`src/rtl/instr_cache_2way_if.sv`:
```
// Bus bundle for instr_cache_2way: CPU fetch handshake, flush and ROM refill port.
// The cache takes the slave modport; the fetch stage / ROM side take the master modport.
interface instr_cache_2way_if #(
    parameter int ADDR_W = 8,
    parameter int DATA_W = 32
);
    logic              req;
    logic [ADDR_W-1:0] addr;
    logic              flush;
    logic [DATA_W-1:0] instruction_out;
    logic              instruction_ready;
    logic              rom_req;
    logic [ADDR_W-1:0] rom_addr;
    logic              rom_valid;
    logic [DATA_W-1:0] rom_result;

    modport slave (
        input  req, addr, flush, rom_valid, rom_result,
        output instruction_out, instruction_ready, rom_req, rom_addr
    );

    modport master (
        output req, addr, flush, rom_valid, rom_result,
        input  instruction_out, instruction_ready, rom_req, rom_addr
    );
endinterface

```
`src/rtl/instr_cache_2way.sv`:
```
// Two-way set-associative instruction cache with LRU victims, multi-word line refill and flush.
// Optional hit/miss counters are built when ICACHE_STATS_EN is defined.
module instr_cache_2way #(
    parameter int ADDR_W   = 8,
    parameter int DATA_W   = 32,
    parameter int INDEX_W  = 2,
    parameter int OFFSET_W = 2
) (
    input  logic                 iCLK,
    input  logic                 iRST,
    instr_cache_2way_if.slave    bus
`ifdef ICACHE_STATS_EN
    ,
    output logic [31:0]          hit_count,
    output logic [31:0]          miss_count
`endif
);
    localparam int SETS  = 1 << INDEX_W;
    localparam int WORDS = 1 << OFFSET_W;
    localparam int TAG_W = ADDR_W - INDEX_W - OFFSET_W;

    typedef enum logic [1:0] {
        S_IDLE,
        S_REFILL,
        S_RESP,
        S_FLUSH
    } state_t;

    state_t                   state_q;
    logic [1:0][SETS-1:0]     valid_q;
    logic [SETS-1:0]          lru_q;
    logic [DATA_W-1:0]        out_q;
    logic                     ready_q;
    logic                     rom_req_q;
    logic [ADDR_W-1:0]        rom_addr_q;
    logic                     flush_pend_q;
    logic [OFFSET_W-1:0]      cnt_q;
    logic                     victim_q;
    logic [TAG_W-1:0]         miss_tag_q;
    logic [INDEX_W-1:0]       miss_idx_q;
    logic [OFFSET_W-1:0]      miss_off_q;
    logic [DATA_W-1:0]        resp_word_q;
`ifdef ICACHE_STATS_EN
    logic [31:0]              hit_count_q;
    logic [31:0]              miss_count_q;
`endif

    logic [TAG_W-1:0]         req_tag;
    logic [INDEX_W-1:0]       req_idx;
    logic [OFFSET_W-1:0]      req_off;
    logic [1:0]               way_hit;
    logic [1:0][DATA_W-1:0]   rd_word;
    logic                     victim_d;
    logic [OFFSET_W-1:0]      cnt_d;
    logic                     fill_we;
    logic                     fill_last;
    logic                     off_match;

    assign {req_tag, req_idx, req_off} = bus.addr;

    assign cnt_d     = cnt_q + OFFSET_W'(1);
    assign fill_we   = (state_q == S_REFILL) && bus.rom_valid && !iRST;
    assign fill_last = &cnt_q;
    assign off_match = (cnt_q == miss_off_q);

    genvar gi;
    generate
        for (gi = 0; gi < 2; gi++) begin : g_way
            logic [DATA_W-1:0] data_mem [SETS*WORDS];
            logic [TAG_W-1:0]  tag_mem  [SETS];

            always_ff @(posedge iCLK) begin
                if (fill_we && (victim_q == 1'(gi))) begin
                    data_mem[{miss_idx_q, cnt_q}] <= bus.rom_result;
                    if (fill_last) begin
                        tag_mem[miss_idx_q] <= miss_tag_q;
                    end
                end
            end

            assign rd_word[gi] = data_mem[{req_idx, req_off}];
            assign way_hit[gi] = valid_q[gi][req_idx] && (tag_mem[req_idx] == req_tag);
        end
    endgenerate

    // Invalid ways are filled first (way0 before way1); otherwise evict the LRU way.
    always_comb begin
        victim_d = lru_q[req_idx];
        if (!valid_q[0][req_idx]) begin
            victim_d = 1'b0;
        end else if (!valid_q[1][req_idx]) begin
            victim_d = 1'b1;
        end
    end

    always_ff @(posedge iCLK) begin
        if (iRST) begin
            state_q      <= S_IDLE;
            valid_q      <= '0;
            lru_q        <= '0;
            out_q        <= '0;
            ready_q      <= 1'b0;
            rom_req_q    <= 1'b0;
            rom_addr_q   <= '0;
            flush_pend_q <= 1'b0;
            cnt_q        <= '0;
            victim_q     <= 1'b0;
            miss_tag_q   <= '0;
            miss_idx_q   <= '0;
            miss_off_q   <= '0;
            resp_word_q  <= '0;
`ifdef ICACHE_STATS_EN
            hit_count_q  <= '0;
            miss_count_q <= '0;
`endif
        end else begin
            ready_q <= 1'b0;
            case (state_q)
                S_IDLE: begin
                    if (bus.flush) begin
                        state_q <= S_FLUSH;
                    end else if (bus.req && !ready_q) begin
                        if (|way_hit) begin
                            ready_q        <= 1'b1;
                            out_q          <= way_hit[0] ? rd_word[0] : rd_word[1];
                            lru_q[req_idx] <= way_hit[0];
`ifdef ICACHE_STATS_EN
                            if (hit_count_q != '1) hit_count_q <= hit_count_q + 32'd1;
`endif
                        end else begin
                            miss_tag_q                 <= req_tag;
                            miss_idx_q                 <= req_idx;
                            miss_off_q                 <= req_off;
                            victim_q                   <= victim_d;
                            valid_q[victim_d][req_idx] <= 1'b0;
                            cnt_q                      <= '0;
                            rom_req_q                  <= 1'b1;
                            rom_addr_q                 <= {req_tag, req_idx, {OFFSET_W{1'b0}}};
                            state_q                    <= S_REFILL;
`ifdef ICACHE_STATS_EN
                            if (miss_count_q != '1) miss_count_q <= miss_count_q + 32'd1;
`endif
                        end
                    end
                end
                S_REFILL: begin
                    if (bus.flush) flush_pend_q <= 1'b1;
                    if (bus.rom_valid) begin
                        if (off_match) resp_word_q <= bus.rom_result;
                        if (fill_last) begin
                            valid_q[victim_q][miss_idx_q] <= 1'b1;
                            rom_req_q <= 1'b0;
                            ready_q   <= 1'b1;
                            out_q     <= off_match ? bus.rom_result : resp_word_q;
                            state_q   <= S_RESP;
                        end else begin
                            cnt_q      <= cnt_d;
                            rom_addr_q <= {miss_tag_q, miss_idx_q, cnt_d};
                        end
                    end
                end
                S_RESP: begin
                    lru_q[miss_idx_q] <= ~victim_q;
                    state_q <= (flush_pend_q || bus.flush) ? S_FLUSH : S_IDLE;
                end
                S_FLUSH: begin
                    valid_q      <= '0;
                    lru_q        <= '0;
                    flush_pend_q <= 1'b0;
                    state_q      <= S_IDLE;
                end
                default: state_q <= S_IDLE;
            endcase
        end
    end

    assign bus.instruction_out   = out_q;
    assign bus.instruction_ready = ready_q;
    assign bus.rom_req           = rom_req_q;
    assign bus.rom_addr          = rom_addr_q;
`ifdef ICACHE_STATS_EN
    assign hit_count  = hit_count_q;
    assign miss_count = miss_count_q;
`endif
endmodule
```
`src/flat_wrapper.sv`:
```
// flat-port wrapper written by rule: the top's interface ports become plain ports
module instr_cache_2way_flat 
#(
    parameter int ADDR_W   = 8,
    parameter int DATA_W   = 32,
    parameter int INDEX_W  = 2,
    parameter int OFFSET_W = 2
)
  (iCLK, iRST, bus_req, bus_addr, bus_flush, bus_rom_valid, bus_rom_result, bus_instruction_out, bus_instruction_ready, bus_rom_req, bus_rom_addr);
  instr_cache_2way_if #(.ADDR_W(ADDR_W), .DATA_W(DATA_W)) bus_i ();
  input  logic iCLK;
  input  logic iRST;
  input wire logic [$bits(bus_i.req)-1:0] bus_req;
  input wire logic [$bits(bus_i.addr)-1:0] bus_addr;
  input wire logic [$bits(bus_i.flush)-1:0] bus_flush;
  input wire logic [$bits(bus_i.rom_valid)-1:0] bus_rom_valid;
  input wire logic [$bits(bus_i.rom_result)-1:0] bus_rom_result;
  output wire logic [$bits(bus_i.instruction_out)-1:0] bus_instruction_out;
  output wire logic [$bits(bus_i.instruction_ready)-1:0] bus_instruction_ready;
  output wire logic [$bits(bus_i.rom_req)-1:0] bus_rom_req;
  output wire logic [$bits(bus_i.rom_addr)-1:0] bus_rom_addr;
  assign bus_i.req = bus_req;
  assign bus_i.addr = bus_addr;
  assign bus_i.flush = bus_flush;
  assign bus_i.rom_valid = bus_rom_valid;
  assign bus_i.rom_result = bus_rom_result;
  assign bus_instruction_out = bus_i.instruction_out;
  assign bus_instruction_ready = bus_i.instruction_ready;
  assign bus_rom_req = bus_i.rom_req;
  assign bus_rom_addr = bus_i.rom_addr;
  instr_cache_2way #(.ADDR_W(ADDR_W), .DATA_W(DATA_W), .INDEX_W(INDEX_W), .OFFSET_W(OFFSET_W)) u_core (.iCLK(iCLK), .iRST(iRST), .bus(bus_i));
endmodule
```
`config.mk`:
```
export PLATFORM = sky130hd
export DESIGN_NAME = instr_cache_2way_flat
export DESIGN_NICKNAME = d
export VERILOG_FILES = /design/src/rtl/instr_cache_2way_if.sv /design/src/rtl/instr_cache_2way.sv /design/src/flat_wrapper.sv
export SDC_FILE = /design/constraint.sdc
export NUM_CORES = 1
export LEC_CHECK = 0
export ABC_AREA = 0
export BUFFER_PORTS_ARGS = -buffer_cell sky130_fd_sc_hd__buf_4
export CORE_MARGIN = 2
export CORE_UTILIZATION = 35
export DETAILED_ROUTE_END_ITERATION = 8
export GPL_TIMING_DRIVEN = 0
export HOLD_SLACK_MARGIN = 0.06
export PLACE_DENSITY_LB_ADDON = 0.05
export SLEW_MARGIN = 25
export SYNTH_ARGS = -nofsm -noshare
export SYNTH_HDL_FRONTEND = slang
export SYNTH_SLANG_ARGS = --single-unit
```
`constraint.sdc`:
```
create_clock -name iCLK -period 2.9 [get_ports iCLK]
set_input_delay 0.145 -clock iCLK [delete_from_list [all_inputs] [get_ports iCLK]]
set_output_delay 0.145 -clock iCLK [all_outputs]
set_load 0.02 [all_outputs]
```
After elaboration in Yosys (flattened, before gate mapping)
Memory sizes are Yosys's and may differ from the RTL's.
Cells that the tools add are included.
{ "totals": {"memories": 4, "wordCells": 157, "ram_bits": 1056, "ff_bits": 100, "inputBits": 45, "out_inout_bits": 42} }
{ "memory_table": {"columns": ["name", "words", "width", "rd", "rd_clocked_by_memory_dff", "wr", "line_no", "text"], "rows": [
  ["u_core.g_way[0].data_mem", 16, 32, 1, 0, 1, "instr_cache_2way.sv:69", "logic [DATA_W-1:0] data_mem [SETS*WORDS];"],
  ["u_core.g_way[1].data_mem", 16, 32, 1, 0, 1, "instr_cache_2way.sv:69", null],
  ["u_core.g_way[0].tag_mem", 4, 4, 1, 0, 1, "instr_cache_2way.sv:70", "logic [TAG_W-1:0] tag_mem [SETS];"],
  ["u_core.g_way[1].tag_mem", 4, 4, 1, 0, 1, "instr_cache_2way.sv:70", null]
]} }
{ "classes": {"order_cmp": 8, "eq_ne": 16, "n_bitwise": 6, "n_addsub": 1, "mux": 77, "reduce_logical": 30} }
{ "op_table": {"columns": ["operator", "count"], "rows": [
  ["$mux 32", 7],
  ["$mux 8", 10],
  ["$pmux 32 s2", 1],
  ["$mux 1", 26],
  ["$pmux 8 s3", 1],
  ["$reduce_and 6->1", 4],
  ["$mux 2", 11],
  ["$mux 4", 5],
  ["$pmux 8 s2", 1],
  ["$pmux 4 s3", 1],
  ["$reduce_and 4->1", 3],
  ["$logic_and 1x1->1", 11],
  ["$ne 2x2->1 const B", 5],
  ["$and 8x8->8", 1],
  ["$bwmux 4", 2],
  ["$demux 4 s1", 2],
  ["$eq 4x4->1", 2],
  ["$not 8->8", 1],
  ["$or 8x8->8", 1],
  ["$pmux 2 s4", 1],
  ["$bmux 1 s2", 3],
  ["$lt 2x3->1 const B", 2],
  ["$ne 2x1->1 const B", 3],
  ["$pmux 1 s2", 3],
  ["19 further kinds", 31]
]} }

Longest topological paths before layout
{ "depth": {"ltp_word": 14, "mapped_depth": 12, "ltp_nobuf": 7} }

Worst setup path before layout
No wires, ideal clock.
{ "synth_timing": {"path_type": "register -> register", "start": "reg u_core.state_q[0]", "end": "mem u_core.g_way[1].data_mem[11][0], enable pin", "setup_ns": 0.421, "required_time_ns": 2.479, "setup_slack_ns": -0.242, "stages_incl_launch_ff": 8, "arrival_time_ns": 2.721, "period_less_slack_ns": 3.142, "path_cell_list": "dfxtp_1 clkbuf_1 nor2b_1 nand2_1 nor2_1 and2_1 nand2_1 nor2_1"} }
{ "synth_between": {"elab_chain_len": 6} }
{ "synth_rtl": {"columns": ["item", "line_no", "text"], "rows": [
  ["from (decl)", "instr_cache_2way.sv:29", "state_t state_q;"],
  ["from (signal assigned)", "instr_cache_2way.sv:164", "state_q <= (flush_pend_q || bus.flush) ? S_FLUSH : S_IDLE;"],
  ["$eq 2x1->1", "instr_cache_2way.sv:62", "assign fill_we = (state_q == S_REFILL) && bus.rom_valid && !iRST;"],
  ["$logic_and 1x1->1 (2 in a row)", "instr_cache_2way.sv:62", null],
  ["$logic_and 1x1->1", "instr_cache_2way.sv:73", "if (fill_we && (victim_q == 1'(gi))) begin"],
  ["$mux 1", "instr_cache_2way.sv:73", null],
  ["$mux 1 (not written as such)", "instr_cache_2way.sv:74", "data_mem[{miss_idx_q, cnt_q}] <= bus.rom_result;"],
  ["to (decl)", "instr_cache_2way.sv:69", null]
]} }
No other way between the ends.

Final worst setup path
{ "layout_timing": {"start": "in bus_addr[0]", "end": "reg u_core.out_q[1] (netlist: u_core.bus.instruction_out[1])"} }
{ "layout_between": {"elab_chain_len": 6, "elab_cells_between_ends": 7, "classes_between": "mux (5); memory (2)"} }
{ "layout_rtl": {"columns": ["item", "line_no", "text"], "rows": [
  ["from (decl)", "flat_wrapper.sv:14", "input wire logic [$bits(bus_i.addr)-1:0] bus_addr;"],
  ["$mem_v2 16x32", null, null],
  ["$mux 32 (*)", "instr_cache_2way.sv:125", "out_q <= way_hit[0] ? rd_word[0] : rd_word[1];"],
  ["$mux 32 (*)", "instr_cache_2way.sv:123", "if (|way_hit) begin"],
  ["$mux 32 (*)", "instr_cache_2way.sv:122", "end else if (bus.req && !ready_q) begin"],
  ["$mux 32 (*)", "instr_cache_2way.sv:120", "if (bus.flush) begin"],
  ["$pmux 32 s2 (*)", "instr_cache_2way.sv:118", "case (state_q)"],
  ["to (signal assigned)", "instr_cache_2way.sv:125", null],
  ["to (signal assigned)", "instr_cache_2way.sv:154", "out_q <= off_match ? bus.rom_result : resp_word_q;"],
  ["to (decl)", "instr_cache_2way.sv:32", "logic [DATA_W-1:0] out_q;"]
]} }
Mark *: on every way between the ends. The rest lies on a longest branch, timed or not. The select of a mux whose other input is x is not followed.
A chain may end at the register's enable or synchronous reset.

==> summary.md <==
| Metric | Value |
|---|---|
| Clock-pin transition on the worst setup and hold timing paths | `0.06 ns` |
| Height of the die | `362 um` |
| Gp weighted congestion | `0.808` |
| Routed wire length per instance | `31.0 um` |
| Placeable core area | `127000 sq um` |
| Syn-to-layout area delta | `21.5%` |
| Final layout net count | `2522` |
| Via Count | `22681` |
| First-pass GRT wire length | `185 mm` |
| Total track usage | `20.4%` |
| Drt pass-1 iters | `5` |
| Mapped Nets | `2150` |
| Standard cell with the maximum stage delay on the critical path | `sky130_fd_sc_hd__mux4_2` |
| Setup repair after global routing missed its margin | `true` |
| Switching component of the power | `8.00 mW` |
| Estimated wirelength of the detail-placed design | `89.4 mm` |
| Horizontal die dimension | `362 um` |
| Max Fclk | `356 MHz` |
| Initial core utilization | `35.2%` |
| Die area | `131000 sq um` |
| Drt via density | `5.35` |
| Pin count of the biggest net entering global routing | `35` |
| Most common library cell in the layout ignoring fill and taps | `sky130_fd_sc_hd__edfxtp_1` |
| Internal power | `28.5 mW` |
| Antenna violations before repair | `0` |
| Sort of element at the start of the critical path | `input port` |
| Register bit total from synthesis | `1154` |
| EDFF count, synth | `1056` |
| Number of design rule violations left after detail routing | `0` |
| Required @ worst endpoint | `3.53 ns` |
| Main synth FF type | `sky130_fd_sc_hd__edfxtp_1` |
| Post-placement cell area | `49300 sq um` |
| Combinational group share of total power | `5.6%` |
| Worst min path class | `input port to register` |
| Synthesis warning total | `0` |
| Buffers added on ports | `80` |
| Post-layout instance area | `54500 sq um` |
| Sequential area share after synthesis | `75.1%` |
| CP dominant cell by count | `sky130_fd_sc_hd__mux4_2` |
| Highest ir drop seen on vdd | `579 uV` |
| Tot Pwr | `36.5 mW` |
| Number of global-route vias before repair | `23916` |
| Total I/O pin count | `87` |
| Number of different library cells in the post-synthesis netlist | `47` |
| Part of the total power dissipated in sequential elements | `50.1%` |
| Switching share of total power | `21.9%` |
| Final Skew | `0.0234 ns` |
| Result of the run | `finished clean` |
| Top library cells by usage in the layout, fill and taps aside | `sky130_fd_sc_hd__edfxtp_1, sky130_fd_sc_hd__mux4_2, sky130_fd_sc_hd__clkbuf_16` |
| Final setup violation count | `0` |
| Total congestion overflow | `0` |
| Floorplan row count | `131` |
| Arrival @ worst endpoint | `3.44 ns` |
| TritonCTS Sinks | `1154` |
| Share of the clock period used by the worst path after layout | `96.7%` |
| Clock tree from TritonCTS | `yes` |
| Number of buffers added by the clock tree synthesis step | `136` |
| Slew of the pin with the lowest slew margin | `1.12 ns` |
| Clock Root Buffer | `sky130_fd_sc_hd__clkbuf_16` |
| Antenna Nets Post-Route | `0` |
| Crit path capture type | `register` |
| Part of the total power dissipated in the clock network | `44.3%` |
| Final critical delay including setup and external delays | `2.81 ns` |
| Netlist area before placement | `44800 sq um` |
| Routed Wire Length | `131 mm` |
| Clock H-tree levels | `4` |
| Worst hold slack after final layout | `0.264 ns` |
| Worst-Skew Late Latency | `0.75 ns` |
| Fraction of layout instances using a drive strength above 1 | `33.0%` |
| Final WS setup | `0.0945 ns` |
| Maximum buffer depth of the clock tree | `3` |
| Post-Syn Area per Cell | `21.3 sq um` |
| Relative slew slack | `25.3%` |
| Critical path class | `input port to register` |
| Delay of the slowest cell on the worst path | `0.57 ns` |
| Post-Place Setup Slack | `-1.00 ns` |
| Number of standard cells after synthesis | `2101` |
| CP Max Fanout | `10` |
| Power density over the cells | `670 nW/um^2` |
| Final-report max-slew violation count | `0` |
| Number of violations reported at the end of detailed-routing iteration 0 | `1925` |
| Fin. Hold Viols | `0` |
| Asr flop ratio synth | `0%` |
| Critical-path cell list | `clkbuf_1, clkbuf_2, buf_2, mux4_2, mux4_2, mux2i_1, nand2_1, a32o_1` |
| Leakage dissipation | `17.7 nW` |
| Max-cap violations | `0` |
## power groups by stage
| stage | clock [mW] | combinational (mW) | sequential, mW |
|---|---|---|---|
| 2_1_floorplan | 0 | 1.09 | 18.6 |
| 3_3_place_gp | 0 | 1.96 | 18.6 |
| 3_5_place_dp | 0 | 2.02 | 18.6 |
| 4_1_cts | 16.6 | 2.07 | 18.3 |
| 5_1_grt | 17.2 | 2.18 | 18.3 |
| 6_report | 16.2 | 2.03 | 18.3 |
## state kept, by name (all words and copies together) (netlist names), named ones only
signal                        count
u_core.bus.instruction_out       32
u_core.state_q                    2
u_core.g_way.data_mem          1024
u_core.bus.rom_req                1
u_core.flush_pend_q               1
u_core.bus.instruction_ready      1
u_core.victim_q                   1
u_core.resp_word_q               32
u_core.bus.rom_addr               7
u_core.valid_q                    8
u_core.miss_idx_q                 2
u_core.miss_tag_q                 4
u_core.miss_off_q                 2
u_core.g_way.tag_mem             32
u_core.cnt_q                      1
## critical path: cells and delay by family
kind,cells,cell delay (ns)
muxes,3,1.49
buffers and inverters,3,1.44
AOI/OAI and AO/OA,1,0.23
and+or+nand+nor,1,0.11
## routing by layer
metal / global-route usage (%) / part of all wire, % / vias to the layer above
met4: 5.38 / 2.1 / 0
met3: 3.56 / 4.7 / 163
met2: 33.9 / 49 / 599
met5: 0 / 0 / -
met1: 27.6 / 44 / 12372
li1: - / - / 9547
## final cells by class
cell class                 instances  area, sq um
fill                           11055        72900
sequential                      1154        33700
multi-input combinational        805        10800
clock buffer                     175         3750
timing repair buffer             234         3050
tap                             1662         2080
buffer                           134          637
clock inverter                    69          464
inverter                           8         30.0
antenna                            1         2.50
## synth_stat cells (2+ instances only)
cell / number / share of area [%]
sky130_fd_sc_hd__o21a_1: 4 / 0.067
sky130_fd_sc_hd__nor2_1: 67 / 0.56
sky130_fd_sc_hd__a211oi_1: 19 / 0.32
sky130_fd_sc_hd__xor2_1: 6 / 0.12
sky130_fd_sc_hd__a211oi_2: 17 / 0.47
sky130_fd_sc_hd__and3_1: 2 / 0.028
sky130_fd_sc_hd__o21ai_0: 6 / 0.067
sky130_fd_sc_hd__buf_6: 5 / 0.13
sky130_fd_sc_hd__o221a_2: 5 / 0.13
sky130_fd_sc_hd__nor3_1: 13 / 0.15
sky130_fd_sc_hd__clkbuf_1: 84 / 0.70
sky130_fd_sc_hd__nand2b_1: 7 / 0.098
sky130_fd_sc_hd__and2_1: 3 / 0.042
sky130_fd_sc_hd__a21boi_0: 4 / 0.067
sky130_fd_sc_hd__nand3_1: 6 / 0.067
sky130_fd_sc_hd__buf_1: 5 / 0.042
sky130_fd_sc_hd__nand2_1: 110 / 0.92
sky130_fd_sc_hd__ha_1: 4 / 0.11
sky130_fd_sc_hd__a31o_2: 6 / 0.12
sky130_fd_sc_hd__buf_2: 39 / 0.44
sky130_fd_sc_hd__a32o_1: 32 / 0.71
sky130_fd_sc_hd__a21oi_1: 52 / 0.58
sky130_fd_sc_hd__mux2i_1: 84 / 1.9
sky130_fd_sc_hd__nand3b_1: 2 / 0.033
sky130_fd_sc_hd__mux4_2: 328 / 16
sky130_fd_sc_hd__edfxtp_1: 1056 / 71
sky130_fd_sc_hd__dfxtp_1: 98 / 4.4
sky130_fd_sc_hd__nor2b_1: 6 / 0.084
sky130_fd_sc_hd__xnor2_1: 6 / 0.12
sky130_fd_sc_hd__inv_1: 8 / 0.067
## final timing paths
| kind | slack [ns] | from | end | depth (start not counted) |
|---|---|---|---|---|
| setup / recovery | 0.09 | bus_addr[0] | u_core.bus.instruction_out[1] | 8 |
| hold reg to reg | 0.45 | u_core.resp_word_q[24] | u_core.resp_word_q[24] | 2 |
| setup reg to reg | 0.13 | u_core.cnt_q[0] | u_core.bus.instruction_out[3] | 6 |
| hold / removal | 0.26 | bus_addr[6] | u_core.miss_tag_q[2] | 4 |
## repair_timing
action                                  in CTS  in global routing
gates resized for setup                     11                 13
pin swaps                                   14                  1
setup buffers                               46                  2
endpoints found under the setup margin     428                682
hold endpoints to repair                  1076                  0
hold buffers                                39                  0
## logic make-up after synthesis
kind of cell | count (synthesis) | synth area share (%)
xor+xnor | 12 | 0.234
compound gates | 155 | 2.73
fa+ha+maj | 4 | 0.112
buf+inv | 142 | 1.39
mux | 413 | 18.4
flops | 1154 | 75.1
simple gates | 221 | 2.05
## stage by stage
stage / util, % / TNS [ns] / std cells
after floorplan: - / -59.91 / 2101
after global placement: 37.4 / -1971.34 / 3843
after detailed placement: 38.7 / -50.68 / 3910
after CTS: 42.8 / 0 / 4239
after global routing: 42.8 / -0.238 / 4241
final: 42.8 / 0 / 4242
Power figures use the tool's default switching activity.
